**src/rtl/vlsu_pkg.sv**
```systemverilog
`default_nettype none
// ============================================================================
// vlsu_pkg : shared encodings for the vector load/store address generator
// Revision : 1.0
// ============================================================================
package vlsu_pkg;

  localparam logic [6:0] OPC_LOAD  = 7'b0000111;
  localparam logic [6:0] OPC_STORE = 7'b0100111;

  localparam logic [2:0] WIDTH_E8  = 3'b000;
  localparam logic [2:0] WIDTH_E16 = 3'b101;
  localparam logic [2:0] WIDTH_E32 = 3'b110;

  typedef logic [1:0] eew_t;

  localparam eew_t EEW_8  = 2'd0;
  localparam eew_t EEW_16 = 2'd1;
  localparam eew_t EEW_32 = 2'd2;

  typedef enum logic [1:0] {
    MOP_UNIT      = 2'b00,
    MOP_IDX_UNORD = 2'b01,
    MOP_STRIDED   = 2'b10,
    MOP_IDX_ORD   = 2'b11
  } mop_e;

  typedef enum logic [1:0] {
    ST_IDLE  = 2'd0,
    ST_GEN   = 2'd1,
    ST_DRAIN = 2'd2,
    ST_DONE  = 2'd3
  } state_e;

  // Returns {legal, eew} for the instruction width field.
  function automatic logic [2:0] decode_width(input logic [2:0] width);
    logic [2:0] res;
    res = 3'b000;
    case (width)
      WIDTH_E8:  res = {1'b1, EEW_8};
      WIDTH_E16: res = {1'b1, EEW_16};
      WIDTH_E32: res = {1'b1, EEW_32};
      default:   res = 3'b000;
    endcase
    return res;
  endfunction

endpackage

`default_nettype wire

```
**src/rtl/vlsu_lane_addr.sv**
```systemverilog
`default_nettype none
// ============================================================================
// vlsu_lane_addr : one lane's address register, loaded at accept, stepped per beat
// Revision : 1.0
// ============================================================================
module vlsu_lane_addr
  import vlsu_pkg::*;
#(
  parameter int DATA_WIDTH = 32,
  parameter int LANE       = 0
) (
  input  logic                  clk_i,
  input  logic                  resetn_i,
  input  logic                  init,
  input  logic                  step,
  input  logic                  strided,
  input  eew_t                  eew,
  input  logic [DATA_WIDTH-1:0] base,
  input  logic [DATA_WIDTH-1:0] stride,
  input  logic [DATA_WIDTH-1:0] step_amt,
  output logic [DATA_WIDTH-1:0] addr
);

  logic [DATA_WIDTH-1:0] lane_off;

  assign lane_off = strided ? DATA_WIDTH'(LANE) * stride
                            : DATA_WIDTH'(LANE) << eew;

  always_ff @(posedge clk_i or negedge resetn_i) begin
    if (!resetn_i) begin
      addr <= '0;
    end else if (init) begin
      addr <= base + lane_off;
    end else if (step) begin
      addr <= addr + step_amt;
    end
  end

endmodule

`default_nettype wire

```
**src/rtl/vlsu_addr_gen.sv**
```systemverilog
`default_nettype none
// ============================================================================
// vlsu_addr_gen : walks a vector load/store in LANES-wide beats of memory requests
// Revision : 1.0
// ============================================================================
module vlsu_addr_gen
  import vlsu_pkg::*;
#(
  parameter int DATA_WIDTH      = 32,
  parameter int LANES           = 4,
  parameter int VL_WIDTH        = 8,
  parameter int MAX_OUTSTANDING = 4
) (
  input  logic                        clk_i,
  input  logic                        resetn_i,
  input  logic                        cmd_valid_i,
  output logic                        cmd_ready_o,
  input  logic [DATA_WIDTH-1:0]       cmd_instr_i,
  input  logic [DATA_WIDTH-1:0]       cmd_base_i,
  input  logic [DATA_WIDTH-1:0]       cmd_stride_i,
  input  logic [VL_WIDTH-1:0]         cmd_vl_i,
  output logic [VL_WIDTH-1:0]         idx_beat_o,
  input  logic [LANES*DATA_WIDTH-1:0] idx_offset_i,
  output logic                        req_valid_o,
  input  logic                        req_ready_i,
  output logic [LANES*DATA_WIDTH-1:0] req_addr_o,
  output logic [LANES-1:0]            req_lane_en_o,
  output logic                        req_we_o,
  output logic [1:0]                  req_eew_o,
  output logic [VL_WIDTH-1:0]         req_beat_o,
  input  logic                        rsp_valid_i,
  input  logic                        rsp_error_i,
  output logic                        busy_o,
  output logic                        done_o,
  output logic                        done_error_o
);

  localparam int LANE_BITS = $clog2(LANES);
  localparam int CNT_W     = $clog2(MAX_OUTSTANDING + 1);

  state_e                state;
  logic [VL_WIDTH-1:0]   beat;
  logic [VL_WIDTH-1:0]   last_beat;
  logic [VL_WIDTH-1:0]   vl_q;
  logic [CNT_W-1:0]      outstanding;
  logic [CNT_W-1:0]      out_next;
  logic                  err;
  logic                  indexed_q;
  logic                  we_q;
  eew_t                  eew_q;
  logic [DATA_WIDTH-1:0] base_q;
  logic [DATA_WIDTH-1:0] step_q;

  logic [6:0]            opcode;
  logic [2:0]            wdec;
  mop_e                  mop;
  logic                  legal;
  eew_t                  dec_eew;
  logic                  dec_strided;
  logic                  dec_indexed;
  logic [DATA_WIDTH-1:0] dec_step;
  logic                  accept;
  logic                  fire;
  logic                  rsp_ok;
  logic                  unused_instr_bits;

  assign opcode      = cmd_instr_i[6:0];
  assign wdec        = decode_width(cmd_instr_i[14:12]);
  assign mop         = mop_e'(cmd_instr_i[27:26]);
  assign legal       = wdec[2] && (opcode == OPC_LOAD || opcode == OPC_STORE);
  assign dec_eew     = wdec[1:0];
  assign dec_strided = (mop == MOP_STRIDED);
  assign dec_indexed = (mop == MOP_IDX_UNORD) || (mop == MOP_IDX_ORD);
  assign dec_step    = dec_strided ? (cmd_stride_i << LANE_BITS)
                                   : (DATA_WIDTH'(LANES) << dec_eew);
  assign unused_instr_bits = ^{cmd_instr_i[DATA_WIDTH-1:28],
                               cmd_instr_i[25:15], cmd_instr_i[11:7]};

  assign accept      = cmd_valid_i && (state == ST_IDLE);
  assign req_valid_o = (state == ST_GEN) && (outstanding < CNT_W'(MAX_OUTSTANDING));
  assign fire        = req_valid_o && req_ready_i;
  assign rsp_ok      = rsp_valid_i && (outstanding != '0);

  assign cmd_ready_o  = (state == ST_IDLE);
  assign busy_o       = (state != ST_IDLE);
  assign done_o       = (state == ST_DONE);
  assign done_error_o = (state == ST_DONE) && err;
  assign req_we_o     = we_q;
  assign req_eew_o    = eew_q;
  assign req_beat_o   = beat;
  assign idx_beat_o   = beat;

  always_comb begin
    out_next = outstanding;
    if (fire && !rsp_ok) begin
      out_next = outstanding + CNT_W'(1);
    end else if (!fire && rsp_ok) begin
      out_next = outstanding - CNT_W'(1);
    end
  end

  always_ff @(posedge clk_i or negedge resetn_i) begin
    if (!resetn_i) begin
      outstanding <= '0;
    end else begin
      outstanding <= out_next;
    end
  end

  always_ff @(posedge clk_i or negedge resetn_i) begin
    if (!resetn_i) begin
      state     <= ST_IDLE;
      beat      <= '0;
      last_beat <= '0;
      vl_q      <= '0;
      err       <= 1'b0;
      indexed_q <= 1'b0;
      we_q      <= 1'b0;
      eew_q     <= EEW_8;
      base_q    <= '0;
      step_q    <= '0;
    end else begin
      case (state)
        ST_IDLE: begin
          if (accept) begin
            beat      <= '0;
            // ceil(vl/LANES)-1; only meaningful when vl != 0
            last_beat <= (cmd_vl_i - VL_WIDTH'(1)) >> LANE_BITS;
            vl_q      <= cmd_vl_i;
            err       <= !legal;
            indexed_q <= dec_indexed;
            we_q      <= (opcode == OPC_STORE);
            eew_q     <= dec_eew;
            base_q    <= cmd_base_i;
            step_q    <= dec_step;
            if (!legal || cmd_vl_i == '0) begin
              state <= ST_DONE;
            end else begin
              state <= ST_GEN;
            end
          end
        end
        ST_GEN: begin
          if (rsp_ok && rsp_error_i) begin
            err <= 1'b1;
          end
          if (fire) begin
            beat <= beat + VL_WIDTH'(1);
            if (beat == last_beat) begin
              state <= ST_DRAIN;
            end
          end
        end
        ST_DRAIN: begin
          if (rsp_ok && rsp_error_i) begin
            err <= 1'b1;
          end
          if (out_next == '0) begin
            state <= ST_DONE;
          end
        end
        ST_DONE: begin
          err   <= 1'b0;
          state <= ST_IDLE;
        end
        default: state <= ST_IDLE;
      endcase
    end
  end

  generate
    for (genvar l = 0; l < LANES; l++) begin : g_lane
      logic [DATA_WIDTH-1:0] lane_addr;

      vlsu_lane_addr #(
        .DATA_WIDTH (DATA_WIDTH),
        .LANE       (l)
      ) u_lane (
        .clk_i    (clk_i),
        .resetn_i (resetn_i),
        .init     (accept),
        .step     (fire),
        .strided  (dec_strided),
        .eew      (dec_eew),
        .base     (cmd_base_i),
        .stride   (cmd_stride_i),
        .step_amt (step_q),
        .addr     (lane_addr)
      );

      assign req_addr_o[l*DATA_WIDTH +: DATA_WIDTH] =
          indexed_q ? base_q + idx_offset_i[l*DATA_WIDTH +: DATA_WIDTH] : lane_addr;

      // Element index {beat, lane} against vl gives the tail mask.
      assign req_lane_en_o[l] = {beat, LANE_BITS'(l)} < {{LANE_BITS{1'b0}}, vl_q};
    end
  endgenerate

  a_no_spurious_rsp : assert property (@(posedge clk_i) disable iff (!resetn_i)
                                       !(rsp_valid_i && outstanding == '0));

endmodule

`default_nettype wire

```
**config.mk**
```make
export PLATFORM = sky130hd
export DESIGN_NAME = vlsu_addr_gen
export DESIGN_NICKNAME = d
export VERILOG_FILES = /design/src/rtl/vlsu_pkg.sv /design/src/rtl/vlsu_lane_addr.sv /design/src/rtl/vlsu_addr_gen.sv
export SDC_FILE = /design/constraint.sdc
export NUM_CORES = 1
export LEC_CHECK = 0
export CORE_MARGIN = 4
export CORE_UTILIZATION = 60
export CTS_CLUSTER_DIAMETER = 80
export DETAILED_ROUTE_END_ITERATION = 10
export GPL_ROUTABILITY_DRIVEN = 1
export HOLD_SLACK_MARGIN = 0.12
export PLACE_DENSITY_LB_ADDON = 0.2
export SYNTH_ARGS = -nofsm -noshare
export SYNTH_HDL_FRONTEND = slang
export SYNTH_HIERARCHICAL = 1
export SYNTH_SLANG_ARGS = --single-unit
```
**constraint.sdc**
```tcl
create_clock -name clk_i -period 9.9 [get_ports clk_i]
set_input_delay 1.98 -clock clk_i [delete_from_list [all_inputs] [get_ports clk_i]]
set_output_delay 1.98 -clock clk_i [all_outputs]
set_load 0.01 [all_outputs]
```
==> PnR_summary.wiki, run 1 <==
{| class="wikitable"
! Metric !! Value
|-
| Run status || finished, final reports clean
|-
| Synth Cell Area || around 31000 um2
|-
| Worst-case vdd ir drop || ~0.00019 V
|-
| Post-CTS Repair Setup Buffers || 0
|-
| Count of max-cap constraint violations || 0
|-
| Layout Skew || ~0.023 ns
|-
| RSZ-0062 raised after global routing || false
|-
| Worst hold slack || roughly 0.49 ns
|-
| Clock tree from TritonCTS || built
|-
| Path category of the worst min-delay check || reg2reg
|-
| Library cell occupying the most area in the post-synthesis netlist || sky130_fd_sc_hd__dfrtp_1
|-
| Overflow left after global routing || 0
|-
| Most frequent standard cell in the layout excluding fill and tap cells || sky130_fd_sc_hd__ha_1
|-
| P_leak || approximately 16 nW
|-
| Router iterations before antenna repair || 7
|-
| Top-Level Pins || about 390
|-
| Library cell used as clock root buffer || sky130_fd_sc_hd__clkbuf_16
|-
| CTS Buffer Depth || 3
|-
| Yosys top cell area share || 17.72%
|-
| GP Congestion || 1.023
|-
| Number of global-route vias before repair || between 30000 and 40000
|-
| Highest Clock Rate || between 100 and 150 MHz
|-
| DP Wirelength || around 89000 um
|-
| Kind of critical path || in2out
|-
| Total power per unit cell area || between 300 and 400 nW/um2
|-
| Number of rows in the core area || 83
|-
| Number of failing hold endpoints at the final stage || 0
|-
| DRC marker count from the first detailed-route iteration || ~3300
|-
| Vias || between 30000 and 40000
|-
| Simple-gate portion of the synthesized area || 16.38%
|-
| Arrival time reported for the critical path endpoint || approximately 5.8 ns
|-
| Die ar. || roughly 56000 um2
|-
| Total global routing track utilization || 37.39%
|-
| Die height || ~240 um
|-
| Combinational family with the most area after synthesis || compound AO/OA/AOI/OAI gates
|-
| Initial antenna violation count || 9
|-
| Startpoint types || primary input
|-
| Total detailed-routing wirelength || ~110000 um
|-
| Pin count of the biggest net entering global routing || 161
|-
| Num Clock Sinks || between 200 and 250
|-
| Port bufs || between 300 and 400
|-
| Ys flop type || sky130_fd_sc_hd__dfrtp_1
|-
| Summed negative setup slack over all endpoints || 0 ns
|-
| Mapped Cells || 3883
|-
| Clock transition at the register clock pins on the worst setup and hold paths after CTS || 0.06 ns
|-
| Fraction of layout instances using a drive strength above 1 || between 6 and 7%
|-
| Area contributors post-synth || sky130_fd_sc_hd__dfrtp_1 (18%), sky130_fd_sc_hd__ha_1 (15%), sky130_fd_sc_hd__a21oi_1 (6.0%)
|-
| Mux share of post-synthesis cell area || under 10%
|-
| Yosys warnings || 6
|-
| DR vias/cell || roughly 6.6
|-
| Count of pins over their slew limit || 0
|-
| Worst-case headroom to the max-slew limit || between 10% and 20%
|-
| DRT antenna net count || 0
|-
| Number of setup violations in the final report || 0
|-
| Sequential share of the synthesized area || between 15 and 20%
|-
| Synth Area in Compound Gates || between 20% and 30%
|-
| Async SR Flop Fraction || 100.0%
|-
| First-pass GRT wire length || ~170000 um
|-
| Data required time of the critical path || roughly 8 ns
|-
| Tightest Pin Transition || ~1.2 ns
|-
| Minimum clock period || slightly below 8 ns
|-
| Crit path max fanout || 4
|-
| Routed wire length per instance || ~23 um
|-
| Area Growth Syn to Fin || 15.90%
|-
| Clock network latency to the later pin of the worst-skew pair || about 0.58 ns
|-
| DRC Markers || 0
|-
| Endpoint kind of the worst setup timing path || output pin
|-
| Max H-tree Level || 1
|-
| # nets final || 4787
|-
| Post-synthesis share of cell area spent on full adders, half adders and majority gates || 16.21%
|-
| Synth cell types || approximately 120
|-
| Most frequent cells in the layout || sky130_fd_sc_hd__ha_1 (387), sky130_fd_sc_hd__a21oi_1 (375), sky130_fd_sc_hd__clkdlybuf4s50_1 (372)
|-
| Period Utilization, post-route || 78.97%
|-
| EDFF count, synth || 0
|-
| Post-CTS sizing || 0
|-
| Number of CTS-inserted buffers || 29
|-
| Post-synthesis sequential element count || about 220
|-
| XOR/XNOR share of the synthesized area || ~8.6%
|-
| Average footprint of a synthesized cell || approximately 8.1 um2
|-
| Post-CTS Hold Buffers || 0
|-
| Core box area || around 50000 um2
|-
| Die outline width || ~240 um
|-
| Starting Density || between 60% and 70%
|}
-- worst max-delay path, cell delays in order --
cell and delay, ns:
sky130_fd_sc_hd__clkdlybuf4s50_1 0.40, sky130_fd_sc_hd__ha_1 0.23, sky130_fd_sc_hd__fa_1 0.41, sky130_fd_sc_hd__a21o_1 0.21, sky130_fd_sc_hd__and4_1 0.22, sky130_fd_sc_hd__o2111ai_1 0.36, sky130_fd_sc_hd__a21o_1 0.25, sky130_fd_sc_hd__a31oi_1 0.16
sky130_fd_sc_hd__o31ai_1 0.63, sky130_fd_sc_hd__a21oi_1 0.15, sky130_fd_sc_hd__o211ai_1 0.24, sky130_fd_sc_hd__clkdlybuf4s50_1 0.59
-- worst paths after layout --
check                      slack, ns  cells past startpoint             start                   endpoint
hold reg to reg                 0.49                      2      req_eew_o[1]               req_eew_o[1]
setup / recovery                2.08                     12  idx_offset_i[32]             req_addr_o[60]
min in group asynchronous       1.42                      1          resetn_i                    vl_q[4]
max in group asynchronous       7.00                      2          resetn_i                  indexed_q
setup reg to reg                6.05                      8          state[1]  g_lane[0].u_lane/addr[29]
hold / removal                  0.49                      2      req_eew_o[1]               req_eew_o[1]
-- per-layer routing --
layer	track usage [%]	wire length, um	part of all wire, %
met3	4.903	10410	9.4
met1	51.91	46870	42
met4	11.43	3732	3.4
met2	60.93	49690	45
met5	0	0	0
-- cells in the mapped netlist, drive strengths merged, types with 35 or more instances --
library cell and instances:
ha 387, a21oi 382, nand2 329, o21ai 290
nor2 244, dfrtp 222, xnor2 198, a21o 196
mux2 137, inv 135, clkbuf 121, xor2 110
nand3 93, mux2i 79, and2 73, nor3 64
a211oi 60, nand4 57, o21a 55, a31oi 51
nor2b 45, buf 41, nand2b 38, o21bai 37
and3 36, o31ai 36, a22o 35
-- registers in the layout (all words and copies together) (netlist names) --
name,count
err,1
indexed_q,1
state,2
g_lane.u_lane/addr,128
req_eew_o,2
step_q,30
req_we_o,1
last_beat,6
idx_beat_o,8
base_q,32
vl_q,8
outstanding,3
-- through the flow --
stage               instances  power [mW]  utilization [%]  worst slack, ns  cell area [um2]
CTS                      4847       11.92            70.53            2.140            36330
global placement         4799       10.68            68.74            2.185            35410
finish                   4852       12.12            70.55            2.082            36340
detailed placement       4799       10.79            68.74            2.159            35410
global route             4852       12.94            70.55            2.029            36340
floorplan                3894       7.805                -            3.709            31400
-- report_power, final --
group          internal [mW]  switching (mW)
Clock                  0.627           0.429
Combinational           4.10            4.87
Sequential              1.34           0.762
-- final cells by class --
cell class | instances | area (um2)
Multi-Input combinational cell | 3372 | 24610
Fill cell | 4350 | 15170
Sequential cell | 222 | 5559
Timing Repair Buffer | 387 | 3856
Tap cell | 680 | 850.8
Clock buffer | 41 | 830.8
Inverter | 138 | 530.5
Clock inverter | 7 | 88.84
Antenna cell | 5 | 12.51
-- cells by family (layout without fill, tap and decap cells) --
logic type	after synthesis	in the layout
XOR/XNOR	308	308
other	1	17
adder cells (fa/ha/maj)	399	399
buffers and inverters	300	573
multiplexers	216	216
flip-flops	222	222
AO/OA/AOI/OAI	1377	1377
AND/OR/NAND/NOR	1060	1060
(Power assumes the default switching activity.)
==> run 2: changes to the inputs <==
--- a/config.mk
+++ b/config.mk
@@ -6,7 +6,7 @@
 export NUM_CORES = 1
 export LEC_CHECK = 0
 export CORE_MARGIN = 4
-export CORE_UTILIZATION = 60
+export CORE_UTILIZATION = 58
 export CTS_CLUSTER_DIAMETER = 80
 export DETAILED_ROUTE_END_ITERATION = 10
 export GPL_ROUTABILITY_DRIVEN = 1
==> constraint.sdc (replaced) <==
create_clock -name clk_i -period 7.6 [get_ports clk_i]
set_input_delay 1.52 -clock clk_i [delete_from_list [all_inputs] [get_ports clk_i]]
set_output_delay 1.52 -clock clk_i [all_outputs]
set_load 0.01 [all_outputs]
==> PnR_summary.wiki, run 2 (synthesis results as in run 1) <==
{| class="wikitable"
! Metric !! Value
|-
| Data required time of the critical path || 6.08 ns (was 7.92 ns)
|-
| Capture point of the worst reg-to-reg path || g_lane[2].u_lane/addr[24] (was g_lane[0].u_lane/addr[29])
|-
| Clock network latency to the later pin of the worst-skew pair || 0.58 ns (about the same)
|-
| Most frequent standard cell in the layout excluding fill and tap cells || sky130_fd_sc_hd__ha_1 (unchanged)
|-
| Crit path max fanout || 6 (was 4)
|-
| Max stage delay on crit path || 0.63 ns (about the same)
|-
| Fraction of layout instances using a drive strength above 1 || 7.069% (was 6.839%)
|-
| Total global routing track utilization || 36.70% (was 37.39%)
|-
| Overflow left after global routing || 0 (unchanged)
|-
| Critical R2R Launch || state[1] (unchanged)
|-
| Die outline width || 240.5 um (was 236.6 um)
|-
| # nets final || 4790 (was 4787)
|-
| Summed negative setup slack over all endpoints || 0 ns (unchanged)
|-
| DRC Markers || 0 (unchanged)
|-
| Highest Clock Rate || between 100 and 150 MHz
|-
| Endpoint kind of the worst setup timing path || output pin (unchanged)
|-
| Number of filler cells placed in the layout || 4501 (was 4350)
|-
| GP Congestion || 0.9962 (was 1.023)
|-
| Setup WS pre-CTS || 0.7043 ns (was 2.159 ns)
|-
| Tightest Pin Transition || 1.162 ns (was 1.247 ns)
|-
| Starting Density || 59.08% (was 60.87%)
|-
| Number of rows in the core area || 84 (was 83)
|-
| CTS Buffer Depth || 3 (unchanged)
|-
| Layout Skew || 0.01360 ns (was 0.02271 ns)
|-
| Run status || finished, final reports clean (unchanged)
|-
| Pin count of the biggest net entering global routing || 142 (was 161)
|-
| Number of CTS-inserted buffers || 28 (was 29)
|-
| Die height || 240.5 um (was 236.6 um)
|-
| Path category of the worst min-delay check || reg2reg (unchanged)
|-
| Hold Path Origin || req_eew_o[0] (was req_eew_o[1])
|-
| Minimum clock period || ~6.8 ns
|-
| Number of global-route vias before repair || 30370 (was 30450)
|-
| DRC marker count from the first detailed-route iteration || 3187 (was 3326)
|-
| Clock tree from TritonCTS || built (unchanged)
|-
| P_leak || 16.30 nW (was 16.27 nW)
|-
| DR vias/cell || 6.565 (was 6.579)
|-
| Total detailed-routing wirelength || 111100 um (was 110700 um)
|-
| DP Wirelength || 88770 um (was 88630 um)
|-
| Number of cells on the worst hold path || 2 (unchanged)
|-
| Port bufs || 373 (unchanged)
|-
| Most frequent cells in the layout || sky130_fd_sc_hd__ha_1 (387), sky130_fd_sc_hd__a21oi_1 (375), sky130_fd_sc_hd__clkdlybuf4s50_1 (372) (unchanged)
|-
| Kind of critical path || in2out (unchanged)
|-
| Area of all sequential standard cells || 5559 um2 (unchanged)
|-
| Die ar. || 57850 um2 (was 55980 um2)
|-
| Cell at the slowest stage of the critical path || sky130_fd_sc_hd__a221oi_1 (was sky130_fd_sc_hd__o31ai_1)
|-
| Area Growth Syn to Fin || 16.05% (was 15.90%)
|-
| Worst-case vdd ir drop || 0.0002287 V (was 0.0001930 V)
|-
| Total power per unit cell area || 435.0 nW/um2 (was 333.6 nW/um2)
|-
| Count of max-cap constraint violations || 0 (unchanged)
|-
| Reg-to-reg slack, setup || 3.72 ns (was 6.05 ns)
|-
| Top-Level Pins || 394 (unchanged)
|-
| Number of cell instances on the worst register-to-register path || 11 (was 8)
|-
| Post-CTS sizing || 0 (unchanged)
|-
| Critical-path cell list || clkdlybuf4s50_1 -> ha_1 -> nand3_1 -> nor3_1 -> o21ai_1 -> a31oi_1 -> a21oi_1 -> a221oi_1 -> a21oi_1 -> or3_1 -> clkdlybuf4s50_1 (was clkdlybuf4s50_1 -> ha_1 -> fa_1 -> a21o_1 -> and4_1 -> o2111ai_1 -> a21o_1 -> a31oi_1 -> o31ai_1 -> a21oi_1 -> o211ai_1 -> clkdlybuf4s50_1)
|-
| Initial antenna violation count || 3 (was 9)
|-
| Vias || 31920 (about the same)
|-
| Worst-case headroom to the max-slew limit || 22.57% (was 16.89%)
|-
| DRT antenna net count || 0 (unchanged)
|-
| Number of setup violations in the final report || 0 (unchanged)
|-
| RSZ-0062 raised after global routing || false (unchanged)
|-
| Area of the multi-input gates || 24610 um2 (unchanged)
|-
| Post-CTS Repair Setup Buffers || 0 (unchanged)
|-
| Max H-tree Level || 1 (unchanged)
|-
| First-pass GRT wire length || 167600 um (was 168200 um)
|-
| Library cell used as clock root buffer || sky130_fd_sc_hd__clkbuf_16 (unchanged)
|-
| Core box area || 53080 um2 (was 51510 um2)
|-
| Post-CTS Hold Buffers || 0 (unchanged)
|-
| Clock transition at the register clock pins on the worst setup and hold paths after CTS || 0.06 ns (about the same)
|-
| Startpoint types || primary input (unchanged)
|-
| Registers with the most flip-flops || g_lane.u_lane/addr (128), base_q (32), step_q (30) (unchanged)
|-
| Period Utilization, post-route || around nine tenths
|-
| Final WS setup || 0.7877 ns (was 2.082 ns)
|-
| Hold Crit Endpoint || req_eew_o[0] (was req_eew_o[1])
|-
| Num Clock Sinks || 222 (unchanged)
|-
| Reg with most FFs || g_lane.u_lane/addr (unchanged)
|-
| Arrival time reported for the critical path endpoint || 5.29 ns (was 5.84 ns)
|-
| Number of failing hold endpoints at the final stage || 0 (unchanged)
|-
| Routed wire length per instance || 22.86 um (was 22.82 um)
|-
| Router iterations before antenna repair || 6 (was 7)
|-
| Count of pins over their slew limit || 0 (unchanged)
|-
| Number of flip-flops under the largest register name || 128 (unchanged)
|}
-- run 2: cell count changes in the layout (fill, tap and decap cells not counted), sizes merged --
cell      change
buf           +4
clkinv        +4
diode         -3
bufinv        -1
clkbuf        -1
clkinvlp      +1
inv           -1
-- run 2: power breakdown --
group	internal, mW	switching, mW	total [mW]
Combinational	5.34	6.41	11.8
Clock	0.809	0.578	1.39
Sequential	1.74	0.944	2.69
-- run 2: final cells by class --
type	instances	share of cell area [%]
well taps	688	2.366
diodes	2	0.01375
clock inverters	10	0.2132
flip-flops and latches	222	15.28
inverters	138	1.458
multi-input cells	3372	67.64
clock buffers	40	2.355
repair buffers	391	10.68
-- run 2: through the flow --
step | total power [mW] | hold slack [ns] | utilization, % | instances | cell area [um2]
2_1_floorplan | 10.17 | 0.4596 | - | 3894 | 31400
3_3_place_gp | 13.95 | 0.4657 | 66.79 | 4811 | 35450
3_5_place_dp | 14.08 | 0.4719 | 66.79 | 4811 | 35450
4_1_cts | 15.56 | 0.4827 | 68.55 | 4861 | 36380
5_1_grt | 16.89 | 0.5121 | 68.56 | 4863 | 36390
6_report | 15.83 | 0.4758 | 68.56 | 4863 | 36390
-- run 2: worst max-delay path by stage --
| stage | from | end | slack [ns] | depth (start not counted) |
|---|---|---|---|---|
| 6_report | idx_offset_i[71] | req_addr_o[95] | 0.79 | 11 |
| 5_1_grt | idx_offset_i[32] | req_addr_o[60] | 0.67 | 12 |
| 4_1_cts | idx_offset_i[32] | req_addr_o[60] | 0.81 | 12 |
| 3_5_place_dp | cmd_stride_i[1] | g_lane[3].u_lane/addr[30] | 0.70 | 21 |
| 3_3_place_gp | cmd_stride_i[1] | g_lane[3].u_lane/addr[28] | 0.73 | 20 |
| 2_1_floorplan | cmd_instr_i[27] | g_lane[3].u_lane/addr[28] | 1.95 | 16 |
-- run 2: worst max-delay path, delay by kind of cell --
family	cells	cell delay, ns
AOI/OAI and AO/OA	5	1.58
adders and majority gates	1	0.44
buffers and inverters	2	0.96
and+or+nand+nor	3	0.79
-- run 2: per-layer routing --
layer,share of wire (%),track usage (%),vias to the layer above
met5,0,0,-
met4,3.3,11.14,0
met1,42,51.31,15150
met3,10,5.804,221
li1,-,-,15020
met2,44,58.76,1529
